===== config.mk =====
export PLATFORM = sky130hd
export DESIGN_NAME = ssb_replay_lock_ctrl
export DESIGN_NICKNAME = d
export VERILOG_FILES = /design/src/rtl/ssb_replay_lock_ctrl.sv
export SDC_FILE = /design/constraint.sdc
export NUM_CORES = 1
export LEC_CHECK = 0
export BUFFER_PORTS_ARGS = -buffer_cell sky130_fd_sc_hd__clkbuf_2
export CAP_MARGIN = 20
export CORE_MARGIN = 8
export CORE_UTILIZATION = 48
export CTS_CLUSTER_SIZE = 24
export DETAILED_ROUTE_END_ITERATION = 10
export PLACE_DENSITY = 0.72
export SLEW_MARGIN = 20
export SYNTH_ARGS = -nofsm -noshare
export SYNTH_HDL_FRONTEND = slang
export SYNTH_SLANG_ARGS = --single-unit

===== constraint.sdc =====
create_clock -name clk -period 5 [get_ports clk]
set_input_delay 0.5 -clock clk [delete_from_list [all_inputs] [get_ports clk]]
set_output_delay 0.5 -clock clk [all_outputs]
set_load 0.01 [all_outputs]

===== src/rtl/ssb_replay_lock_ctrl.sv =====
// Per-load-port speculative-store-bypass guard: locks a port after a load issues past an
// unresolved older store, replaying loads until a countdown expires or (mode 1) that store resolves.
module ssb_replay_lock_ctrl #(
  parameter int LOAD_PORT_NUM         = 2,
  parameter int STORE_QUEUE_ENTRY_NUM = 16,
  parameter int LOCK_CNT_W            = 4,
  parameter int STAT_W                = 32,
  localparam int SQ_IDX_W             = $clog2(STORE_QUEUE_ENTRY_NUM)
) (
  input  logic                              clk,
  input  logic                              rst,
  input  logic                              cfgEnable,
  input  logic                              cfgMode,
  input  logic [LOCK_CNT_W-1:0]             cfgLockCycles,
  input  logic                              flush,
  input  logic [LOAD_PORT_NUM-1:0]          ldValid,
  input  logic [LOAD_PORT_NUM-1:0]          ldUnresolvedOlder,
  input  logic [LOAD_PORT_NUM*SQ_IDX_W-1:0] ldWaitSqIdx,
  input  logic                              sqResolveValid,
  input  logic [SQ_IDX_W-1:0]               sqResolveIdx,
  output logic [LOAD_PORT_NUM-1:0]          ldReplay,
  output logic [LOAD_PORT_NUM-1:0]          lockActive,
  output logic [STAT_W-1:0]                 replayCount
);

  typedef enum logic {
    IDLE   = 1'b0,
    LOCKED = 1'b1
  } state_t;

  state_t                  state_r     [LOAD_PORT_NUM];
  state_t                  state_nxt_s [LOAD_PORT_NUM];
  logic [LOCK_CNT_W-1:0]   cnt_r       [LOAD_PORT_NUM];
  logic [LOCK_CNT_W-1:0]   cnt_nxt_s   [LOAD_PORT_NUM];
  logic [SQ_IDX_W-1:0]     widx_r      [LOAD_PORT_NUM];
  logic [SQ_IDX_W-1:0]     widx_nxt_s  [LOAD_PORT_NUM];
  logic [LOAD_PORT_NUM-1:0] trig_s;
  logic [STAT_W:0]          sum_s;
  logic [STAT_W-1:0]        replay_count_r;
  logic [STAT_W-1:0]        replay_count_nxt_s;

  function automatic logic [STAT_W:0] popcnt(input logic [LOAD_PORT_NUM-1:0] v);
    logic [STAT_W:0] acc;
    acc = '0;
    for (int i = 0; i < LOAD_PORT_NUM; i++) begin
      acc = acc + (STAT_W+1)'(v[i]);
    end
    return acc;
  endfunction

  // Trigger detection, replay decision and per-port next-state selection
  always_comb begin
    trig_s   = '0;
    ldReplay = '0;
    for (int p = 0; p < LOAD_PORT_NUM; p++) begin
      state_nxt_s[p] = state_r[p];
      cnt_nxt_s[p]   = cnt_r[p];
      widx_nxt_s[p]  = widx_r[p];
      trig_s[p] = cfgEnable & (cfgLockCycles != '0) & ldValid[p] & ldUnresolvedOlder[p] & ~flush;
      ldReplay[p] = ~rst & ~flush & ldValid[p] & ((state_r[p] == LOCKED) | trig_s[p]);
      if (flush) begin
        state_nxt_s[p] = IDLE;
        cnt_nxt_s[p]   = '0;
      end else if (trig_s[p]) begin
        cnt_nxt_s[p]  = cfgLockCycles;
        widx_nxt_s[p] = ldWaitSqIdx[p*SQ_IDX_W +: SQ_IDX_W];
        // A fresh lock is cancelled if its store resolves in the very same cycle
        if ((state_r[p] == IDLE) && cfgMode && sqResolveValid &&
            (sqResolveIdx == ldWaitSqIdx[p*SQ_IDX_W +: SQ_IDX_W])) begin
          state_nxt_s[p] = IDLE;
        end else begin
          state_nxt_s[p] = LOCKED;
        end
      end else begin
        case (state_r[p])
          LOCKED: begin
            cnt_nxt_s[p] = cnt_r[p] - LOCK_CNT_W'(1);
            if ((cfgMode && sqResolveValid && (sqResolveIdx == widx_r[p])) ||
                (cnt_r[p] == LOCK_CNT_W'(1))) begin
              state_nxt_s[p] = IDLE;
            end else begin
              state_nxt_s[p] = LOCKED;
            end
          end
          IDLE: begin
            state_nxt_s[p] = IDLE;
          end
          default: begin
            state_nxt_s[p] = IDLE;
          end
        endcase
      end
    end
  end

  // Saturating statistics accumulation
  always_comb begin
    sum_s = {1'b0, replay_count_r} + popcnt(ldReplay);
    if (sum_s[STAT_W]) begin
      replay_count_nxt_s = '1;
    end else begin
      replay_count_nxt_s = sum_s[STAT_W-1:0];
    end
  end

  // Per-port state, counter and waited-index registers
  always_ff @(posedge clk) begin
    for (int p = 0; p < LOAD_PORT_NUM; p++) begin
      if (rst) begin
        state_r[p] <= IDLE;
        cnt_r[p]   <= '0;
        widx_r[p]  <= '0;
      end else begin
        state_r[p] <= state_nxt_s[p];
        cnt_r[p]   <= cnt_nxt_s[p];
        widx_r[p]  <= widx_nxt_s[p];
      end
    end
  end

  // Replay statistics register
  always_ff @(posedge clk) begin
    if (rst) begin
      replay_count_r <= '0;
    end else begin
      replay_count_r <= replay_count_nxt_s;
    end
  end

  // Lock status straight from the state registers
  always_comb begin
    lockActive = '0;
    for (int p = 0; p < LOAD_PORT_NUM; p++) begin
      lockActive[p] = (state_r[p] == LOCKED);
    end
  end

  assign replayCount = replay_count_r;

endmodule


* Word level (Yosys, flattened, before mapping)
Memories as Yosys holds them, arrays and structs flattened.
Index checks and enable logic that the tools add are counted.
Widths: inputs -> output; s select.
** Operators by class
- Multiplexer cells :: 30
- Equality and inequality tests :: 6
- Bitwise operators :: 24
- Add/sub/neg operators :: 4
- Reductions and logical operators :: 12
** Operator list (count)
- $mux 4 :: 14
- $add 32x2->33 :: 1
- $mux 32 :: 1
- $eq 4x4->1 :: 4
- $mux 1 :: 13
- $and 1x1->1 :: 12
- $logic_and 1x1->1 :: 9
- $eq 4x1->1 const B :: 2
- $or 1x1->1 :: 8
- $sub 4x1->4 const B :: 2
- $not 1->1 :: 4
- $pmux 1 s2 :: 2
- $reduce_bool 4->1 :: 1
- $add 1x1->2 :: 1
- $logic_or 1x1->1 :: 2
** Storage, ports and cells
- Memories kept :: 3
- Output and inout port bits :: 36
- Logic and storage cells :: 80
- Register bits after elaboration :: 32
- Input port bits :: 26
- Bits in writable memories :: 18
** Memory list
- cnt_r :: words 2, width 4, read ports 2, clocked after memory_dff 0, write ports 2, RTL line 33 : logic [LOCK_CNT_W-1:0] cnt_r [LOAD_PORT_NUM];
- widx_r :: words 2, width 4, read ports 2, clocked after memory_dff 0, write ports 2, RTL line 35 : logic [SQ_IDX_W-1:0] widx_r [LOAD_PORT_NUM];
- state_r :: words 2, width 1, read ports 2, clocked after memory_dff 0, write ports 2, RTL line 31 : state_t state_r [LOAD_PORT_NUM];

* Logic depth before layout (Yosys ltp)
Gate-level depths: netlist of the first run.
- Depth after elaboration :: 10
- Gate-level depth with buffers :: 16

* Least setup slack after synthesis of the first run
OpenSTA, ideal clock, no wires.
- Path type :: input to register
- From :: in cfgLockCycles[2]
- To :: reg replay_count_r[17] (netlist: replayCount[17])
- Library setup time :: 70 ps
- Arrival time :: 3238 ps
- Required time :: 4930 ps
- Cell stages on the path :: 16
- Buffers on the path :: 4
- Slack :: 1692 ps
- Cell sequence :: nor4_1 nor3b_1 and3_1 clkbuf_1 o211ai_1 fa_1 inv_1 ha_1 and3_1 buf_2 nor4b_4 and3_1 buf_6 nand2_8 buf_8 a21oi_1
** On the way
- Word-level cells in the longest chain between the ends :: 10
- Elaborated cells on any way between the ends :: 15
- Classes of those cells :: add/sub (2); mux (1); bitwise (11); reduce/logical (1)
** RTL lines
- start: declaration :: RTL line 14 : input logic [LOCK_CNT_W-1:0] cfgLockCycles,
- $reduce_bool 4->1 * :: RTL line 59 : trig_s[p] = cfgEnable & (cfgLockCycles != '0) & ldValid[p] & ldUnresolvedOlder[p] & ~flush;
- $and 1x1->1 * :: RTL line 59
- $and 1x1->1 (3 in a row) :: RTL line 59
- $or 1x1->1 :: RTL line 60 : ldReplay[p] = ~rst & ~flush & ldValid[p] & ((state_r[p] == LOCKED) | trig_s[p]);
- $and 1x1->1 :: RTL line 60
- $add 1x1->2 * :: RTL line 46 : acc = acc + (STAT_W+1)'(v[i]);
- $add 32x2->33 * :: RTL line 98 : sum_s = {1'b0, replay_count_r} + popcnt(ldReplay);
- $mux 32 * :: RTL line 99 : if (sum_s[STAT_W]) begin
- end signal: assignment :: RTL line 126 : replay_count_r <= replay_count_nxt_s;
- end: declaration :: RTL line 39 : logic [STAT_W-1:0] replay_count_r;
Mark *: on every way between the ends. The rest lies on a longest branch, timed or not.
A chain may end at the register's enable or synchronous reset.

* Final worst setup path of the first run
- From :: in cfgLockCycles[3]
- To :: reg replay_count_r[17] (netlist: replayCount[17])
The elaborated chain is that of the path after synthesis.

==> impl_metrics.toml, run 1 <==
[timing]
actual_transition_at_the_worst_max_transition_pin_ns = 0.563
final-hold-violation-count = 0
fin_skew_ns = 0.00884
hold_slack_ns = 0.432
rsz_0062_raised_after_global_routing = "no"
setup_tns_ns = 0
final_critical_path_setup_slack_ns = 1.48
layout_worst_path_cycle_share_pct = 70.5
period_minus_slack_ns = 3.52
final_max_slew_viol_count = 0
fmaxAchievable_mhz = 284
worst_slew_margin_rel_pct = 62.2
finalSetupViolCount = 0

[clock_network]
clk_pin_slew_worst_paths_ns = 0.10
post-cts-setup-buffer-count = 0
max-clock-path-buffers = 2
worstSkewPairLatency_ns = 0.31
deepest_level_of_the_cts_h_tree = 2
clock-sinks = 50
numCtsBuffers = 5
tritoncts = "built"
ctsRootBufferMaster = "sky130_fd_sc_hd__clkbuf_8"
number_of_hold_repair_buffers_added_at_the_cts_stage = 0
number_of_resized_instances_in_the_post_cts_repair_step = 0

[routing]
route.met2.wl_microns = 2680
first_iter_violations = 58
first_drt_pass_iteration_count = 4
post_drt_via_cell_ratio = 5.23
drcViolationCount = 0
top_signal_layer_used = "met4"
routed_via_count = 2200
ant_nets = 0
wl_microns = 5790
met3WireLength_microns = 366
wirelength_met1_microns = 2650
wl_per_cell_microns = 13.8

[floorplanning]
total_die_area_sq_um = 8060
core.rowCount = 27
placeableCoreArea_sq_um = 5370
num_io_pins = 62
die-width_microns = 89.8
initial_core_util_pct = 48.6
fp.dieH_microns = 89.8

[logic_synthesis]
postSynthNetCount = 333
post_synth_mux_area_share_pct = 0.383
synthesis.area_per_instance_sq_um = 8.68
synth_cells = 301
yosys.area_share.xor_xnor_pct = 15.4
synth-simple-area-share_pct = 23.1
synth_top_area_share_pct = 38.3
synth_compound_area_share_pct = 13.5
synth_top_family_by_area = "simple AND/OR/NAND/NOR gates"
adder_and_majority_cell_fraction_of_the_synthesized_area_pct = 3.16
synth_sequential_area_ratio_pct = 38.3
synth_warnings = 0
synth-seq-cells = 50
postSynth.asyncResetShare_pct = 0
most_frequently_used_cell_type_in_the_post_synthesis_netlist = "sky130_fd_sc_hd__dfxtp_1"
synth_top_cells_by_count = "sky130_fd_sc_hd__dfxtp_1 (50), sky130_fd_sc_hd__a21oi_1 (41), sky130_fd_sc_hd__nand2_1 (32), sky130_fd_sc_hd__xnor2_1 (25), sky130_fd_sc_hd__xor2_1 (21)"
post_synth_num_cell_types = 44
synth_flop_cell = "sky130_fd_sc_hd__dfxtp_1"
post-synth-top-area-cell = "sky130_fd_sc_hd__dfxtp_1"
syn_area_sq_um = 2610
synth_area_leaders = "sky130_fd_sc_hd__dfxtp_1 (38%), sky130_fd_sc_hd__xnor2_1 (8.4%), sky130_fd_sc_hd__a21oi_1 (7.9%)"
synth-edff-count = 0

[status]
status = "complete, no violations"

[hold_path]
worst_hold_path.num_cells = 3
worstHoldStart = "ldWaitSqIdx[6]"
hold_class = "in2reg"
worstHoldEndpoint = "widx_r[1][2]"

[worst_setup_path]
setup.worst_path.start_class = "input port"
critical_path.endpoint_type = "flop"
cp_data_arrival_time_ns = 3.77
count_of_buffering_cells_on_the_critical_path_with_inverters_included = 2
crit_chain = "clkbuf_2 > nor4_1 > nor3b_1 > and3_1 > o211ai_1 > fa_1 > inv_1 > ha_1 > and3_1 > nor4b_4 > and3_1 > nand2_8 > a21oi_1"
cp.required_ns = 5.24
path_common_cell = "sky130_fd_sc_hd__and3_1"
critical_path_cell_count = 13
timing.setup.critical_path_class = "in2reg"
critical_path.max_stage_delay_ns = 0.46
crit-reg2reg-launch = "state_r[0]"
cp_slowest_cell = "sky130_fd_sc_hd__fa_1"
r2r_cells = 9
kind_of_cell_adding_the_most_delay_to_the_critical_path = "simple AND/OR/NAND/NOR gates"
path_max_fanout = 27
worst-r2r-setup-slack_ns = 1.99
crit-reg2reg-capture = "replayCount[17]"

[grt]
grt_max_degree = 42
grt-ovfl-total = 0
gr-usage-all-layers_pct = 14.3
global_route_wire_length_before_repair_microns = 9890
first_global_vias = 2195
antenna_found_initial = 0

[power]
maximum_resistive_drop_on_vdd_mv = 0.157
cellLeakagePower_nw = 1.20
p_per_cell_area_nw_per_um2 = 231

[placement]
gpl.final_weighted_congestion = 0.794
portBuffers = 61
dpl.hpwl_microns = 4340
dpl_worst_slack_ns = 1.13

[layout]
finish.utilization_pct = 55.5
antenna-diode-count = 0
layout-drive-gt1-share_pct = 23.2
flow.area_growth_from_synthesis_pct = 14.2
final_nets = 380
num-fill-cells = 530

[job]
max-cap-violations = 0
[flip-flops by register name (all words and copies together), names as in the netlist]
| register | cells |
|---|---|
| cnt_r | 8 |
| state_r | 2 |
| replayCount | 32 |
| widx_r | 8 |
[routing by layer]
layer,vias up,global-route usage (%)
met1,1014,16.6
met4,0,5.50
met2,46,23.6
met5,-,0
met3,10,4.90
li1,1130,-
[worst max-delay path by stage]
stage | start | end | slack (ns)
after floorplan | cfgLockCycles[2] | replayCount[17] | 1.69
after global placement | cfgLockCycles[1] | replayCount[0] | 1.30
after detailed placement | cfgLockCycles[1] | replayCount[27] | 1.13
after CTS | cfgLockCycles[1] | replayCount[27] | 1.46
after global routing | cfgLockCycles[1] | replayCount[27] | 1.15
final | cfgLockCycles[3] | replayCount[17] | 1.48
[layout make-up]
class	instances	area (sq um)	share of cell area, %
Clock buffer	5	68.8	2.31
Tap cell	72	90.1	3.02
Sequential cell	50	1000	33.6
Multi-Input combinational cell	219	1450	48.7
Timing Repair Buffer	62	313	10.5
Inverter	10	37.5	1.26
Clock inverter	3	21.3	0.713
[cell families (layout without fill, tap and decap cells)]
group | after synthesis | count (layout)
compound gates | 60 | 60
xor+xnor | 46 | 46
fa+ha+maj | 6 | 6
buf+inv | 32 | 80
flops | 50 | 50
mux | 1 | 1
simple gates | 106 | 106
[through the flow]
step | instance area [sq um] | instances | power (mW)
floorplan | 2610 | 301 | 0.441
global placement | 2890 | 413 | 0.458
detailed placement | 2890 | 413 | 0.459
CTS | 2980 | 421 | 0.696
global route | 2980 | 421 | 0.719
finish | 2980 | 421 | 0.688
[power by group]
group          total (mW)  switching (mW)  internal (mW)
Sequential          0.403         0.00250          0.401
Clock               0.239           0.141         0.0986
Combinational      0.0461          0.0258         0.0202
[layout by cell type (no fill, tap or decap), drive strengths merged, types with 3 or more instances in the layout]
cell and instances:
clkbuf 66, nand2 33, nor3 3, nor2 19, and4 4, dfxtp 50
nand3 16, a211oi 7, ha 5, and3 12, xnor2 25, a21oi 41
o211ai 4, xor2 21, nand4 8, inv 10, nor4b 3
[worst reg2reg max path: stages (launching register included)]
cell and delay, ns:
sky130_fd_sc_hd__dfxtp_1 0.50, sky130_fd_sc_hd__o211ai_1 0.23, sky130_fd_sc_hd__fa_1 0.47, sky130_fd_sc_hd__inv_1 0.09, sky130_fd_sc_hd__ha_1 0.17, sky130_fd_sc_hd__and3_1 0.26
sky130_fd_sc_hd__nor4b_4 0.38, sky130_fd_sc_hd__and3_1 0.46, sky130_fd_sc_hd__nand2_8 0.21, sky130_fd_sc_hd__a21oi_1 0.19
Power figures use the tool's default switching activity.
==> inputs of run 2 (changes only) <==
- ABC_AREA: not set -> 1
- PLACE_DENSITY: 0.72 -> 0.7
- clock period: 5 -> 3.53 ns (I/O delays scaled with it)
==> impl_metrics.toml, run 2 <==
[status]
status = "complete, no violations"

[placement]
gpl.final_weighted_congestion = 0.882
dpl_worst_slack_ns = 0.349
portBuffers = 61
dpl.hpwl_microns = 6700
post-place-cells = 625
placement.cell_area_sq_um = 3550

[layout]
finish.utilization_pct = 55.6
stdcell_area_sq_um = 3690
antenna-diode-count = 0
flow.area_growth_from_synthesis_pct = 15.0
final-seq-area_sq_um = 1000
stdcell_count = 633
largest_register_ffs = 32
leading_cell_type_in_the_layout_fill_and_taps_excluded = "sky130_fd_sc_hd__nand2_1"
layout-drive-gt1-share_pct = 18.8
num-fill-cells = 674
final_cell_mix = "sky130_fd_sc_hd__nand2_1 (133), sky130_fd_sc_hd__nor2_1 (73), sky130_fd_sc_hd__inv_1 (68)"
final_nets = 584
multiInputGateArea_sq_um = 1860

[floorplanning]
total_die_area_sq_um = 9560
die-width_microns = 97.8
initial_core_util_pct = 48.3
core.rowCount = 30
num_io_pins = 62
fp.dieH_microns = 97.8
placeableCoreArea_sq_um = 6640

[worst_setup_path]
setup.worst_path.start_class = "flop"
cp.required_ns = 3.78
path_max_fanout = 31
crit_chain = "inv_1 > nand2_1 > nand3_1 > fa_1 > inv_1 > ha_1 > inv_2 > nor2_4 > nand2_4 > nor2_4 > nand3_4 > nand3_1 > nand2_1 > inv_1"
cp_data_arrival_time_ns = 3.26
critical_path.endpoint_type = "flop"
critical_path.max_stage_delay_ns = 0.51
kind_of_cell_adding_the_most_delay_to_the_critical_path = "simple AND/OR/NAND/NOR gates"
count_of_buffering_cells_on_the_critical_path_with_inverters_included = 4
timing.setup.critical_path_class = "reg2reg"
cp_slowest_cell = "sky130_fd_sc_hd__fa_1"
path_common_cell = "sky130_fd_sc_hd__inv_1"

[clock_network]
ctsRootBufferMaster = "sky130_fd_sc_hd__clkbuf_8"
deepest_level_of_the_cts_h_tree = 2
tritoncts = "built"
number_of_resized_instances_in_the_post_cts_repair_step = 0
worstSkewPairLatency_ns = 0.31
max-clock-path-buffers = 2
clk_pin_slew_worst_paths_ns = 0.09
post-cts-setup-buffer-count = 0
clock-sinks = 50
numCtsBuffers = 5
number_of_hold_repair_buffers_added_at_the_cts_stage = 0

[routing]
wirelength_met1_microns = 3840
drcViolationCount = 0
ant_nets = 0
wl_microns = 8500
met3WireLength_microns = 513
routed_via_count = 3168
route.met2.wl_microns = 3930
first_iter_violations = 228
wl_per_cell_microns = 13.4
post_drt_via_cell_ratio = 5.00
top_signal_layer_used = "met4"
first_drt_pass_iteration_count = 5

[power]
share_seq_of_total_power_pct = 49.9
internal_power_uw = 902
comb_power_share_pct = 6.8
power.net_switching_uw = 244
maximum_resistive_drop_on_vdd_mv = 0.183
clkPwrFrac_pct = 43.3
p_per_cell_area_nw_per_um2 = 310
power.share.switching_pct = 21.3
cellLeakagePower_nw = 1.71

[logic_synthesis]
syn_area_sq_um = 3210
synth_area_leaders = "sky130_fd_sc_hd__dfxtp_1 (31%), sky130_fd_sc_hd__nand2_1 (16%), sky130_fd_sc_hd__nor2_1 (8.5%)"
synth-edff-count = 0
synthesis.area_per_instance_sq_um = 6.53
post-synth-top-area-cell = "sky130_fd_sc_hd__dfxtp_1"
postSynthNetCount = 524
synth_top_cells_by_count = "sky130_fd_sc_hd__nand2_1 (133), sky130_fd_sc_hd__nor2_1 (73), sky130_fd_sc_hd__inv_1 (68), sky130_fd_sc_hd__dfxtp_1 (50), sky130_fd_sc_hd__nand3_1 (36)"
synth_sequential_area_ratio_pct = 31.2
synth_flop_cell = "sky130_fd_sc_hd__dfxtp_1"
synth_cells = 492
synth_top_area_share_pct = 31.2
most_frequently_used_cell_type_in_the_post_synthesis_netlist = "sky130_fd_sc_hd__nand2_1"
postSynth.asyncResetShare_pct = 0
synth-seq-cells = 50
post_synth_num_cell_types = 31
synth_warnings = 0

[grt]
gr-usage-all-layers_pct = 18.4
antenna_found_initial = 0
first_global_vias = 3165
grt-ovfl-total = 0
grt_max_degree = 32
global_route_wire_length_before_repair_microns = 14600

[timing]
layout_worst_path_cycle_share_pct = 85.2
rsz_0062_raised_after_global_routing = "no"
final_max_slew_viol_count = 0
fin_skew_ns = 0.00500
finalSetupViolCount = 0
period_minus_slack_ns = 3.01
fmaxAchievable_mhz = 333
final-hold-violation-count = 0
final_critical_path_setup_slack_ns = 0.523
actual_transition_at_the_worst_max_transition_pin_ns = 0.832
setup_tns_ns = 0
worst_slew_margin_rel_pct = 44.5

[job]
max-cap-violations = 0

[hold_path]
hold_class = "in2reg"
-- run 2: cell count changes after synthesis, sizes merged, moves of 11 or more --
cell / change
a21oi: -18
and3: -12
inv: +59
nand2: +103
nand3: +36
nor2: +59
o21ai: +21
xnor2: -14
xor2: -11
-- run 2: worst paths after layout --
path	start	to	slack, ns	cells past startpoint
worst max-delay path	state_r[0]	replayCount[28]	0.52	14
worst min-delay path	ldWaitSqIdx[4]	widx_r[1][0]	0.29	3
worst max register to register	state_r[0]	replayCount[28]	0.52	14
worst min register to register	widx_r[0][2]	widx_r[0][2]	0.47	2
-- run 2: through the flow --
stage | power (mW) | hold WS [ns]
6_report | 1.15 | 0.293
5_1_grt | 1.19 | 0.296
4_1_cts | 1.16 | 0.285
2_1_floorplan | 0.632 | 0.436
3_5_place_dp | 0.663 | 0.458
3_3_place_gp | 0.662 | 0.451
-- run 2: final cells by class --
class | instances | share of cell area [%]
Sequential cell | 50 | 27.1
Clock buffer | 6 | 2.24
Multi-Input combinational cell | 361 | 50.3
Clock inverter | 2 | 1.63
Tap cell | 80 | 2.71
Inverter | 69 | 7.01
Timing Repair Buffer | 65 | 9.08
-- run 2: cells by family (layout without fill, tap and decap cells) --
kind of cell / after synthesis / count (layout) / share of synthesized area [%]
AO/OA/AOI/OAI: 53 / 53 / 9.00
XOR/XNOR: 21 / 21 / 5.73
adder cells (fa/ha/maj): 6 / 6 / 2.57
buffers and inverters: 81 / 142 / 11.0
flip-flops: 50 / 50 / 31.2
AND/OR/NAND/NOR: 281 / 281 / 40.5
-- run 2: per-layer routing --
layer  GRT usage, %  up-vias
met4           7.19        0
met2           31.2       80
met1           22.0     1400
met5              0        -
li1               -     1668
met3           4.41       20
-- run 2: power groups by stage --
stage / registers (mW) / logic, mW / clock network (mW)
2_1_floorplan: 0.585 / 0.0470 / 0
3_3_place_gp: 0.585 / 0.0767 / 0
3_5_place_dp: 0.585 / 0.0777 / 0
4_1_cts: 0.572 / 0.0783 / 0.507
5_1_grt: 0.573 / 0.0882 / 0.527
6_report: 0.572 / 0.0782 / 0.496
-- run 2: tightest hold or removal path, stage by stage --
cell	delay [ns]
sky130_fd_sc_hd__clkbuf_2	0.09
sky130_fd_sc_hd__nand2_1	0.06
sky130_fd_sc_hd__a21oi_1	0.05
==> inputs of run 3 (changes only) <==
- CORE_ASPECT_RATIO: not set -> 0.7
- SETUP_SLACK_MARGIN: not set -> 0.3
==> impl_metrics.toml, run 3 (same netlist as run 2, synthesis figures left out) <==
[floorplanning]
die-width_microns = 114
num_io_pins = 62
fp.dieH_microns = 84.4
placeableCoreArea_sq_um = 6600
initial_core_util_pct = 48.7
total_die_area_sq_um = 9610
core.rowCount = 25

[placement]
dpl.hpwl_microns = 6720
gpl.final_weighted_congestion = 0.873
post-place-cells = 639
portBuffers = 61

[grt]
first_global_vias = 2889
global_route_wire_length_before_repair_microns = 14000
antenna_found_initial = 0
grt-ovfl-total = 0
grt_max_degree = 32
gr-usage-all-layers_pct = 17.7

[timing]
final-hold-violation-count = 0
fmaxAchievable_mhz = 336
final_max_slew_viol_count = 0
fin_skew_ns = 0.00911
rsz_0062_raised_after_global_routing = "no"
finalSetupViolCount = 0
period_minus_slack_ns = 2.98
setup_tns_ns = 0
actual_transition_at_the_worst_max_transition_pin_ns = 0.858
layout_worst_path_cycle_share_pct = 84.4
worst_slew_margin_rel_pct = 42.8

[worst_setup_path]
crit-reg2reg-capture = "replayCount[20]"
r2r_cells = 14
cp.required_ns = 3.80
timing.setup.critical_path_class = "reg2reg"
cp_data_arrival_time_ns = 3.25
path_max_fanout = 15
crit-reg2reg-launch = "state_r[0]"
setup.worst_path.start_class = "flop"
worst-r2r-setup-slack_ns = 0.55
critical_path.endpoint_type = "flop"

[power]
p_per_cell_area_nw_per_um2 = 277
total_power_mw = 1.02
cellLeakagePower_nw = 1.68
maximum_resistive_drop_on_vdd_mv = 0.133

[layout]
stdcell_count = 648
antenna-diode-count = 0
layout-drive-gt1-share_pct = 19.0
final_cell_mix = "sky130_fd_sc_hd__nand2_1 (133), sky130_fd_sc_hd__nor2_1 (73), sky130_fd_sc_hd__inv_1 (68)"
largest_register_ffs = 32
leading_cell_type_in_the_layout_fill_and_taps_excluded = "sky130_fd_sc_hd__nand2_1"
flow.area_growth_from_synthesis_pct = 14.4
final_nets = 585

[routing]
first_iter_violations = 175
drcViolationCount = 0
first_drt_pass_iteration_count = 5
routed_via_count = 3213
post_drt_via_cell_ratio = 4.96
wl_per_cell_microns = 13.3
wl_microns = 8630
ant_nets = 0

[hold_path]
worstHoldEndpoint = "widx_r[0][1]"
hold_class = "in2reg"
worstHoldStart = "ldWaitSqIdx[1]"
worst_hold_path.num_cells = 3

[clock_network]
numCtsBuffers = 5
clock-sinks = 50
post-cts-setup-buffer-count = 0
tritoncts = "built"
max-clock-path-buffers = 2
worstSkewPairLatency_ns = 0.31
deepest_level_of_the_cts_h_tree = 2
ctsRootBufferMaster = "sky130_fd_sc_hd__clkbuf_8"
clk_pin_slew_worst_paths_ns = 0.10
number_of_hold_repair_buffers_added_at_the_cts_stage = 0

[job]
max-cap-violations = 0

[status]
status = "complete, no violations"
==> run 3: changes by cell type in the layout (fill, tap and decap cells not counted), sizes merged <==
| cell | previous run | this run |
|---|---|---|
| bufinv | 2 | 0 |
| clkinvlp | 0 | 1 |
| clkinv | 0 | 1 |
| nand3 | 52 | 53 |
==> run 3: worst max-delay path by stage <==
stage	to	from	slack (ns)	depth (start not counted)
finish	replayCount[20]	state_r[0]	0.55	14
global route	replayCount[21]	state_r[0]	0.35	14
CTS	replayCount[28]	state_r[0]	0.51	14
detailed placement	replayCount[28]	flush	0.35	17
global placement	replayCount[28]	flush	0.43	17
floorplan	replayCount[18]	rst	0.87	15
==> run 3: power by group <==
group	switching (mW)	leakage, nW	internal [mW]
clock	0.207	0.0472	0.158
sequential	0.00319	0.403	0.569
combinational	0.0485	1.23	0.0311
==> run 3: per-stage QoR <==
step | util, % | setup slack, ns | instance area, sq um | hold WS (ns)
final | 55.7 | 0.552 | 3670 | 0.294
after CTS | 55.5 | 0.514 | 3660 | 0.292
after global routing | 55.7 | 0.350 | 3670 | 0.307
after detailed placement | 54.1 | 0.349 | 3570 | 0.462
after global placement | 54.1 | 0.426 | 3570 | 0.458
after floorplan | - | 0.872 | 3210 | 0.436
==> run 3: critical path, cell delays in order, from the launching register on <==
cell                      delay [ns]
sky130_fd_sc_hd__dfxtp_1        0.40
sky130_fd_sc_hd__inv_1          0.16
sky130_fd_sc_hd__nand2_1        0.11
sky130_fd_sc_hd__nand3_1        0.14
sky130_fd_sc_hd__fa_1           0.50
sky130_fd_sc_hd__inv_1          0.17
sky130_fd_sc_hd__ha_1           0.30
sky130_fd_sc_hd__inv_2          0.08
sky130_fd_sc_hd__nor2_4         0.15
sky130_fd_sc_hd__nand2_4        0.08
sky130_fd_sc_hd__nor2_4         0.17
sky130_fd_sc_hd__nand3_2        0.36
sky130_fd_sc_hd__nand3_2        0.19
sky130_fd_sc_hd__nand2_1        0.06
sky130_fd_sc_hd__inv_1          0.07
==> run 3: layout make-up <==
class                   count  area, sq um
repair buffers             65          335
well taps                  94          118
fillers                   682         2930
clock buffers               6         82.6
clock inverters             2         12.5
flip-flops and latches     50         1000
inverters                  69          259
multi-input cells         362         1870
==> run 3: layer usage <==
layer / vias to the layer above / GRT usage [%] / wire length (microns)
li1: 1659 / - / -
met2: 96 / 24.3 / 3430
met4: 0 / 3.61 / 55
met5: - / 0 / 0
met3: 6 / 3.80 / 511
met1: 1452 / 27.0 / 4640
==> run 3: timing repair <==
item / 4_1_cts / 5_1_grt
endpoints found under the setup margin: 0 / 18
endpoints found under the hold margin: 0 / 0
gates resized for setup: 0 / 0
